$ cat src/rtl/pipe_trace_buffer.sv
// pipe_trace_buffer: circular trace buffer of per-stage pipeline PCs and
// stall/flush flags. arm_i clears and starts capture, trig_i starts a
// post-trigger window of POST_TRIG valid cycles, after which the buffer
// freezes in DONE and entries are popped oldest-first through rd_data_o.
// Optional feature macro: PIPE_TRACE_TIMESTAMP_EN prepends a free-running
// XLEN-bit cycle stamp to every entry.
`timescale 1ns/1ps

module pipe_trace_buffer #(
  parameter int XLEN      = 32,
  parameter int NSTAGE    = 5,
  parameter int DEPTH     = 16,
  parameter int POST_TRIG = 4,
`ifdef PIPE_TRACE_TIMESTAMP_EN
  localparam int ENTRY_W  = XLEN*(NSTAGE+1) + 2*NSTAGE,
`else
  localparam int ENTRY_W  = XLEN*NSTAGE + 2*NSTAGE,
`endif
  localparam int AW       = $clog2(DEPTH)
) (
  input  logic                     clk_i,
  input  logic                     rst_i,
  input  logic                     arm_i,
  input  logic                     trig_i,
  input  logic                     valid_i,
  input  logic [NSTAGE*XLEN-1:0]   stage_pc_i,
  input  logic [NSTAGE-1:0]        stall_i,
  input  logic [NSTAGE-1:0]        flush_i,
  input  logic                     rd_en_i,
  output logic [ENTRY_W-1:0]       rd_data_o,
  output logic                     rd_valid_o,
  output logic [AW:0]              count_o,
  output logic [1:0]               state_o,
  output logic                     overflow_o
);

  localparam logic [1:0] IDLE    = 2'd0;
  localparam logic [1:0] CAPTURE = 2'd1;
  localparam logic [1:0] POST    = 2'd2;
  localparam logic [1:0] DONE    = 2'd3;

  localparam int CW  = AW + 1;
  localparam int PCW = (POST_TRIG > 0) ? $clog2(POST_TRIG + 1) : 1;

  logic [AW-1:0]      wr_ptr;
  logic [AW-1:0]      rd_ptr;
  logic [PCW-1:0]     post_cnt;
  logic [ENTRY_W-1:0] mem [DEPTH];
  logic [ENTRY_W-1:0] entry;
  logic               write_en;
  logic               read_en;
  logic               full;

`ifdef PIPE_TRACE_TIMESTAMP_EN
  logic [XLEN-1:0] stamp;

  // Free-running cycle stamp, wraps naturally at XLEN bits
  always_ff @(posedge clk_i or posedge rst_i) begin
    if (rst_i) stamp <= '0;
    else       stamp <= stamp + 1'b1;
  end

  assign entry = {stamp, flush_i, stall_i, stage_pc_i};
`else
  assign entry = {flush_i, stall_i, stage_pc_i};
`endif

  // arm_i has priority over both capture writes and readout pops
  assign write_en = !arm_i && valid_i && (state_o == CAPTURE || state_o == POST);
  assign read_en  = !arm_i && rd_en_i && (state_o == DONE) && (count_o != '0);
  assign full     = (count_o == CW'(DEPTH));

  // Control: state machine, pointers, occupancy, overflow and post counter
  always_ff @(posedge clk_i or posedge rst_i) begin
    if (rst_i) begin
      state_o    <= IDLE;
      wr_ptr     <= '0;
      rd_ptr     <= '0;
      count_o    <= '0;
      post_cnt   <= '0;
      overflow_o <= 1'b0;
    end else if (arm_i) begin
      state_o    <= CAPTURE;
      wr_ptr     <= '0;
      rd_ptr     <= '0;
      count_o    <= '0;
      post_cnt   <= '0;
      overflow_o <= 1'b0;
    end else begin
      if (write_en) begin
        wr_ptr <= wr_ptr + 1'b1;
        if (full) begin
          // Oldest entry is being overwritten: drop it from the read side
          rd_ptr     <= rd_ptr + 1'b1;
          overflow_o <= 1'b1;
        end else begin
          count_o <= count_o + 1'b1;
        end
      end
      if (read_en) begin
        rd_ptr  <= rd_ptr + 1'b1;
        count_o <= count_o - 1'b1;
      end
      case (state_o)
        CAPTURE: begin
          if (trig_i) begin
            if (POST_TRIG == 0) begin
              state_o <= DONE;
            end else begin
              post_cnt <= PCW'(POST_TRIG);
              state_o  <= POST;
            end
          end
        end
        POST: begin
          if (valid_i) begin
            post_cnt <= post_cnt - 1'b1;
            if (post_cnt == PCW'(1)) state_o <= DONE;
          end
        end
        default: ;
      endcase
    end
  end

  // Entry storage: plain write port, contents survive reset
  always_ff @(posedge clk_i) begin
    if (write_en) mem[wr_ptr] <= entry;
  end

  // Registered readout: one-cycle latency, data held until next pop
  always_ff @(posedge clk_i or posedge rst_i) begin
    if (rst_i) begin
      rd_valid_o <= 1'b0;
      rd_data_o  <= '0;
    end else begin
      rd_valid_o <= read_en;
      if (read_en) rd_data_o <= mem[rd_ptr];
    end
  end

endmodule

$ cat config.mk
export PLATFORM = sky130hd
export DESIGN_NAME = pipe_trace_buffer
export DESIGN_NICKNAME = d
export VERILOG_FILES = /design/src/rtl/pipe_trace_buffer.sv
export SDC_FILE = /design/constraint.sdc
export NUM_CORES = 2
export LEC_CHECK = 0
export ABC_AREA = 1
export BUFFER_PORTS_ARGS = -buffer_cell sky130_fd_sc_hd__buf_2
export CORE_MARGIN = 3
export CORE_UTILIZATION = 43
export CTS_CLUSTER_SIZE = 40
export DETAILED_ROUTE_END_ITERATION = 10
export GPL_TIMING_DRIVEN = 1
export PLACE_DENSITY = 0.69
export SYNTH_ARGS = -nofsm -noshare
export SYNTH_HDL_FRONTEND = slang
export SYNTH_SLANG_ARGS = --single-unit
$ cat constraint.sdc
create_clock -name clk_i -period 14.86 [get_ports clk_i]
set_input_delay 0.743 -clock clk_i [delete_from_list [all_inputs] [get_ports clk_i]]
set_output_delay 0.743 -clock clk_i [all_outputs]
set_load 0.02 [all_outputs]
==> out/metrics.cfg <==
[timing]
finalCritPeriodShare_pct = 35.1
slew_viol_final = 0
timing.slew.headroom_pct = 15.0
clock.fmax_ghz = 0.192
worst_slew_pin_slew_ns = 1.27
hold_viol_final = 0
grt_setup_unrepaired = false
tns_ns = 0
period_minus_slack_ns = 5.22
finalClockSkew_ns = 0.0467
setup_viol = 0

[synthesis]
yosysTopAreaCellShare_pct = 65.5
postSynthAreaPerCell_um2 = 10.5
async_flop_share_pct = 6.53
synth.distinct_cells = 30
ys.flop_type = edfxtp_1
synth_nets = 12000
ys_top_cells_by_count = nand2_1 (4021), edfxtp_1 (2720), inv_1 (2072)
syn_inst = 11800
ys_ff_latch = 2910
yosysMostFrequentCell = nand2_1
synth_edf_count = 2720
yosysTopAreaCell = edfxtp_1
synth-seq-area-share_pct = 69.3
yosysWarnings = 0
synth_area_leaders = edfxtp_1 (65%), nand2_1 (12%), nand3_1 (8.2%), inv_1 (6.2%), dfrtp_1 (3.8%)
syn_area_um2 = 125000

[clock_network]
clkLatencyLatePin_ns = 0.89
path_clk_slew_ns = 0.06
cts_buffers = 306
htree_levels = 5
clockBufferDepth = 4
cts.sinks = 2910
cts_tree = built
cts_setup_buffers = 0
cts_root_buffer = clkbuf_16
cts_resized = 0

[floorplan]
core-area_um2 = 288000
placementRows = 197
ioPinCount = 355
initial_core_util_pct = 43.3
dieArea_um2 = 297000
die_y_um = 545
die_w_um = 545

[critical_path]
endpoint_kind = flop
r2r-start = rd_ptr[0]
worstPathMaxFanout = 90
crit_type = reg2reg
cp.arrival_ns = 5.98
cp-start-kind = flop
crit_path_max_incr_delay_ns = 0.90
cp-startpoint = rd_ptr[0]
cp_cell_sequence = buf_4 > buf_4 > buf_4 > buf_4 > nand2_1 > nand3_1 > nand3_1 > nand3_1 > nand2_1 > nand2_1 > nand2_1
cp_slowest_cell = buf_4
required_ns = 15.62

[finish]
n_fill_cell = 25400
fin_nets = 12200
area_growth_pct = 11.0
post-route-util_pct = 48.0
final_area_um2 = 138000
drive_above_1_share_pct = 8.36

[power]
power_frac_clock_pct = 37.8
netSwitchingPower_mw = 5.39
leakagePower_nw = 59.5
power_mw = 19.8
combPwrFrac_pct = 14.6
pwr-share-seq_pct = 47.7
p_sw_share_pct = 27.3
powerDensity_nw_per_um2 = 143
power.internal_mw = 14.4
peakVddDrop_v = 0.0000997

[route]
via_per_inst = 5.05
wirelength_mm = 322
wire_per_inst_um = 20.0
drt_pass1_iterations = 6
vias = 81200
first_iter_violations = 7984
drc = 0
postRouteAntennaNets = 0

[placement]
hpwl_mm = 152
placement.cell_area_um2 = 129000
finalWeightedCongestion = 0.761
io_buffers = 354

[grt]
grt_overflow = 0
grt_pass1_vias = 77200
grt_start_max_net_pins = 330
grt_pass1_wl_mm = 481
antenna_found_initial = 86
grt.total_usage_pct = 21.3

[min_path]
worstHoldStart = stage_pc_i[44]
hold_path.class = in2reg

[run_status]
status = finished clean

[job]
drv_cap = 0

## logic make-up (layout without fill, tap and decap cells)
family,count (synthesis),in the layout,synth area share [%]
and+or+nand+nor,6215,6215,21.0
DFF,2910,2910,69.3
buffers and inverters,2682,3100,9.48
AOI/OAI and AO/OA,15,15,0.0672
adders and majority gates,14,14,0.146
xor gates and xnor gates,5,5,0.0351
other,0,52,0
## worst max-delay path, delay by kind of cell, from the launching register on
kind / cells / cell delay (ns)
DFF: 1 / 0.85
buffers and inverters: 4 / 3.30
and+or+nand+nor: 7 / 0.70
## sequential cells by signal, indices dropped and copies added (netlist names)
register    flops
wr_ptr          4
state_o         2
post_cnt        3
overflow_o      1
rd_ptr          4
rd_data_o     170
count_o         5
mem          2720
rd_valid_o      1
## metrics by stage
stage	std cells	setup slack [ns]	hold WS (ns)
6_report	16100	9.64	0.218
5_1_grt	16100	9.31	0.177
4_1_cts	16000	9.68	0.145
3_5_place_dp	15500	9.73	0.460
3_3_place_gp	15500	9.77	0.458
2_1_floorplan	11800	1.03	0.452
## timing repair
item                                   CTS  global route
hold buffers                             1             0
endpoints found under the hold margin   26             0
setup endpoints to repair                0             0
## per-layer routing
| layer | wire (µm) | vias up | global-route usage, % |
|---|---|---|---|
| li1 | - | 38500 | - |
| met1 | 131000 | 39100 | 27.7 |
| met4 | 9980 | 42 | 7.16 |
| met3 | 26300 | 605 | 4.20 |
| met2 | 154000 | 2990 | 35.6 |
| met5 | 243 | - | 0 |
## path summary, 6_finish.rpt
| kind | to | slack, ns | cells past startpoint |
|---|---|---|---|
| setup / recovery | rd_data_o[145] | 9.64 | 11 |
| hold / removal | mem[3][44] | 0.22 | 1 |
| setup reg to reg | rd_data_o[145] | 9.64 | 11 |
| hold reg to reg | rd_data_o[18] | 0.47 | 2 |
| max in group asynchronous | rd_ptr[3] | 11.62 | 6 |
| min in group asynchronous | rd_data_o[111] | 0.49 | 3 |
## power by group through the flow
stage	logic, mW	registers, mW	clock network, mW
3_3_place_gp	2.84	9.59	0
2_1_floorplan	1.89	9.77	0
6_report	2.88	9.42	7.46
5_1_grt	3.21	9.45	7.92
4_1_cts	2.89	9.43	7.58
3_5_place_dp	2.87	9.59	0
## layout make-up
cell class	count	area, µm²	area share (%)
Timing Repair Buffer	470	2930	2.12
Sequential cell	2910	86400	62.4
Multi-Input combinational cell	6249	26600	19.2
Tap cell	3781	4730	3.42
Clock inverter	144	1410	1.02
Inverter	2078	7870	5.69
Antenna cell	52	130	0.0940
Clock buffer	408	8340	6.02
## cell usage in the layout (no fill, tap or decap), types with 15 or more instances in the layout
| cell | netlist | layout |
|---|---|---|
| nand2_1 | 4021 | 4021 |
| edfxtp_1 | 2720 | 2720 |
| inv_1 | 2072 | 2071 |
| nand3_1 | 2051 | 2051 |
| buf_2 | 282 | 354 |
| clkbuf_16 | 0 | 313 |
| dfrtp_1 | 190 | 186 |
| nand2_2 | 100 | 100 |
| buf_4 | 64 | 92 |
| clkbuf_1 | 80 | 80 |
| diode_2 | 0 | 52 |
| clkinv_1 | 0 | 46 |
| clkinv_2 | 0 | 45 |
| buf_12 | 12 | 23 |
| nor2_1 | 24 | 20 |
| bufinv_16 | 0 | 20 |
| clkbuf_8 | 0 | 15 |
Note: power is estimated with default switching activity, not from simulation.
